==> config.mk <==
export PLATFORM = sky130hd
export DESIGN_NAME = crc_module
export DESIGN_NICKNAME = d
export VERILOG_FILES = /design/src/rtl/crc_module.sv
export SDC_FILE = /design/constraint.sdc
export NUM_CORES = 1
export LEC_CHECK = 0
export ABC_AREA = 1
export CORE_MARGIN = 5
export CORE_UTILIZATION = 43
export DETAILED_ROUTE_END_ITERATION = 10
export PLACE_DENSITY = 0.75
export SLEW_MARGIN = 20
export SYNTH_ARGS = -nofsm -noshare
export SYNTH_HDL_FRONTEND = slang
export SYNTH_SLANG_ARGS = --single-unit
==> constraint.sdc <==
create_clock -name clk -period 1.3 [get_ports clk]
set_clock_uncertainty 0.2 [all_clocks]
set_input_delay 0.13 -clock clk [delete_from_list [all_inputs] [get_ports clk]]
set_output_delay 0.13 -clock clk [all_outputs]
set_load 0.05 [all_outputs]
==> src/rtl/crc_module.sv <==
`default_nettype none
// ============================================================================
// Module   : crc_module
// Summary  : Byte-serial CRC-16 generator, one byte per clock, CCITT-FALSE default.
// Revision : 1.0 - initial release
// ============================================================================
module crc_module #(
  parameter logic [15:0] POLY   = 16'h1021,
  parameter logic [15:0] INIT   = 16'hFFFF,
  parameter logic [15:0] XOROUT = 16'h0000,
  parameter bit          REFIN  = 1'b0,
  parameter bit          REFOUT = 1'b0
) (
  input  logic        clk,
  input  logic        reset_n,
  input  logic        vld,
  input  logic [7:0]  din,
  output logic [15:0] crc_dout
);

  logic [15:0] r_crc;
  logic [7:0]  w_byte;
  logic [15:0] w_crc_next;
  logic [15:0] w_crc_ref;

  // Input byte ordering: reflected configs consume the byte LSB-first.
  generate
    if (REFIN) begin : g_refin
      for (genvar i = 0; i < 8; i++) begin : g_rev8
        assign w_byte[i] = din[7-i];
      end
    end else begin : g_no_refin
      assign w_byte = din;
    end
  endgenerate

  // Eight unrolled MSB-first shift/XOR steps form the whole byte update.
  always_comb begin
    w_crc_next = r_crc ^ {w_byte, 8'h00};
    for (int k = 0; k < 8; k++) begin
      if (w_crc_next[15]) begin
        w_crc_next = (w_crc_next << 1) ^ POLY;
      end else begin
        w_crc_next = w_crc_next << 1;
      end
    end
  end

  // din is only consumed when vld is high, so idle-cycle X never reaches r_crc.
  always_ff @(posedge clk or negedge reset_n) begin
    if (!reset_n) begin
      r_crc <= INIT;
    end else if (vld) begin
      r_crc <= w_crc_next;
    end
  end

  generate
    if (REFOUT) begin : g_refout
      for (genvar j = 0; j < 16; j++) begin : g_rev16
        assign w_crc_ref[j] = r_crc[15-j];
      end
    end else begin : g_no_refout
      assign w_crc_ref = r_crc;
    end
  endgenerate

  assign crc_dout = w_crc_ref ^ XOROUT;

endmodule
`default_nettype wire

==> results.yml <==
detailed_routing:
  num_vias: 1354
  drt_iter0_drc: 53
  drt-total-wl_um: 4410
  vias_per_cell: 5.57
  route.antenna.remaining_nets: 0
  drc_errors: 0
  wl_per_cell_um: 18.1
  dr.pass1.iters: 4
floorplanning:
  fp.dieH_um: 59.2
  dieArea_um2: 3510
  row_count: 17
  coreArea_um2: 2250
  die_w_um: 59.2
  initial_core_util: 0.462
  ios: 27
cells_and_area:
  syn_to_final_growth_pct: 97.6
  fillers: 77
  nets: 227
  drive_above_1_share: 0.609
  largest_register_ff_count: 16
  design_area_um2: 2060
  diodes: 0
  finish.utilization: 0.913
worst_hold_path:
  min_path_type: "input pin to async pin"
global_route:
  grt_pass1_wl_um: 5030
  grt.overflow.total: 0
  antenna_found_initial: 0
  grtUsageTotal: 0.185
  grt_pass1_vias: 1180
  grt_max_degree: 18
synth:
  synth_edf_count: 0
  synth-seq-cells: 16
  yosysSeqAreaShare: 0.403
  ys_async_sr_fraction: 1.00
  synth-main-ff-cell: "dfstp_2"
  yosysTopAreaCell: "dfstp_2"
  synth_top_cell_area_share: 0.403
  syn_area_um2: 1040
  synth_area_leaders: "dfstp_2 40%, nand2_1 26%, o21ai_0 7.2%, inv_1 5.4%, nand2_2 4.2%"
  synth_cell_types: 14
  syn_inst: 148
  synth.most_common_cell: "nand2_1"
  syn_nets: 159
  synth_commonest_cells: "71 x nand2_1, 16 x dfstp_2, 15 x inv_1, 15 x o21ai_0"
  synth_warnings: 0
  syn_area_per_cell_um2: 7.04
critical_path:
  crit_top_cell: "nand2_1"
  rr_worst_depth: 6
  crit_required_ns: 1.34
  start_kind: "flip-flop"
  reg2reg_from: "crc_dout[13]"
  worst-path-max-fanout: 4
  crit_chain: "xor2_2 -> nand2_1 -> nand2_2 -> nand2_2 -> nand2_1 -> nand2_1"
  path_buf_inv: 0
  rrSetupSlack_ns: -0.32
  cp_slowest_cell: "dfstp_4"
  critical-path-top-delay-family: "flip-flops"
  cp.arrival_ns: 1.66
  worstSetupPathType: "flip-flop to flip-flop"
  r2r-end: "crc_dout[13]"
  critPathCaptureType: "flip-flop"
  slowest_delay_ns: 0.68
run_status:
  violations: "negative setup slack"
  status: "finished with violations"
power:
  p_int_mw: 3.35
  peakVddDrop_uv: 2700
  clkPwrFrac: 0.057
  powerDensity_nw_per_um2: 3050
  p_seq_frac: 0.203
  cellLeakagePower_nw: 1.02
  switching_share: 0.468
  power_frac_comb: 0.741
  switching_power_mw: 2.94
timing:
  holdWs_ns: 0.161
  rsz0062_at_grt: "true"
  min_period_ns: 1.62
  hold_violations: 0
  tightest_slew_ns: 0.339
  slew_headroom: 0.772
  fmax_mhz: 619
  finalWorstSetupSlack_ns: -0.315
  min_period_over_period: 1.24
  finalSetupViolCount: 30
  slew_viol_final: 0
clock_network:
  clk_pin_slew_ns: 0.11
  cts_tree: "built"
  clockRootBuffer: "clkbuf_4"
  clk_latency_ns: 0.30
  h-tree-depth: 1
  cts.sinks: 16
  cts_buffers: 3
  cts.path.max_buffers: 2
place:
  dp_hpwl_um: 2030
  placedInstanceArea_um2: 1610
  port_buffers: 26
  routabilityCongestion: 0.803
job:
  maxCapViolations: 0
==> worst max-delay path by stage <==
stage | start | end | depth (start not counted)
3_5_place_dp | din[6] | crc_dout[7] | 7
2_1_floorplan | crc_dout[15] | crc_dout[15] | 8
5_1_grt | crc_dout[13] | crc_dout[13] | 6
6_report | crc_dout[13] | crc_dout[13] | 6
4_1_cts | crc_dout[13] | crc_dout[13] | 2
3_3_place_gp | vld | crc_dout[9] | 6
==> what timing repair did <==
item,CTS,global route
hold buffers,0,0
setup buffers,15,10
resized for setup,25,41
setup endpoints to repair,30,31
pin swaps,15,23
==> cells in the final DEF (no fill, tap or decap) <==
cell type	Yosys	layout
nor2_2	0	1
clkinvlp_4	0	1
dfstp_4	0	2
nor2_1	2	1
nand2_4	0	11
o21ai_1	1	5
o21ai_0	15	4
nand2_2	7	26
xor2_2	0	1
inv_2	0	4
clkbuf_4	0	3
dfstp_2	16	14
buf_4	1	28
xnor2_2	1	1
xor2_1	5	4
buf_6	3	12
xnor2_4	0	1
inv_1	15	10
clkdlybuf4s50_1	0	10
clkbuf_8	0	1
nand3_1	7	6
nand2_1	71	41
buf_12	0	17
o21ai_2	0	7
nand3_2	0	1
xnor2_1	3	2
a21oi_1	1	1
==> final cells by class <==
type | count | area, um^2 | share of cell area
inverter | 15 | 60.1 | 0.0292
tap | 28 | 35.0 | 0.0170
sequential | 16 | 428 | 0.208
timing repair buffer | 67 | 786 | 0.382
multi-input combinational | 113 | 714 | 0.347
clock buffer | 4 | 36.3 | 0.0176
==> power by group through the flow <==
stage	logic [mW]	clock network, mW	registers, mW
final	4.66	0.356	1.28
after global routing	4.83	0.379	1.32
after CTS	3.94	0.337	1.25
after detailed placement	3.34	0	1.27
after global placement	3.26	0	1.26
after floorplan	0.926	0	2.06
==> worst reg2reg max path, stage by stage, from the launching register on <==
cell     delay [ns]
dfstp_4        0.68
xor2_2         0.18
nand2_1        0.09
nand2_2        0.12
nand2_2        0.10
nand2_1        0.11
nand2_1        0.08
==> stage by stage <==
stage / setup TNS (ns) / power, mW / std cells / worst slack, ns
2_1_floorplan: -1.82 / 2.98 / 148 / -0.188
3_3_place_gp: -2.54 / 4.52 / 214 / -0.202
3_5_place_dp: -3.05 / 4.61 / 214 / -0.262
4_1_cts: -3.16 / 5.52 / 233 / -0.230
5_1_grt: -5.60 / 6.53 / 243 / -0.358
6_report: -4.55 / 6.29 / 243 / -0.315
==> per-layer routing <==
layer,global-route usage,wire (um)
met5,0,0
met4,0.0583,210
met3,0.0327,334
met2,0.345,2260
met1,0.209,1600
==> cells by family after synthesis <==
group | synth area share
AOI/OAI and AO/OA | 0.0816
buffers and inverters | 0.0936
DFF | 0.403
xor gates and xnor gates | 0.0828
and+or+nand+nor | 0.339
Note: power is estimated with default switching activity, not from simulation.
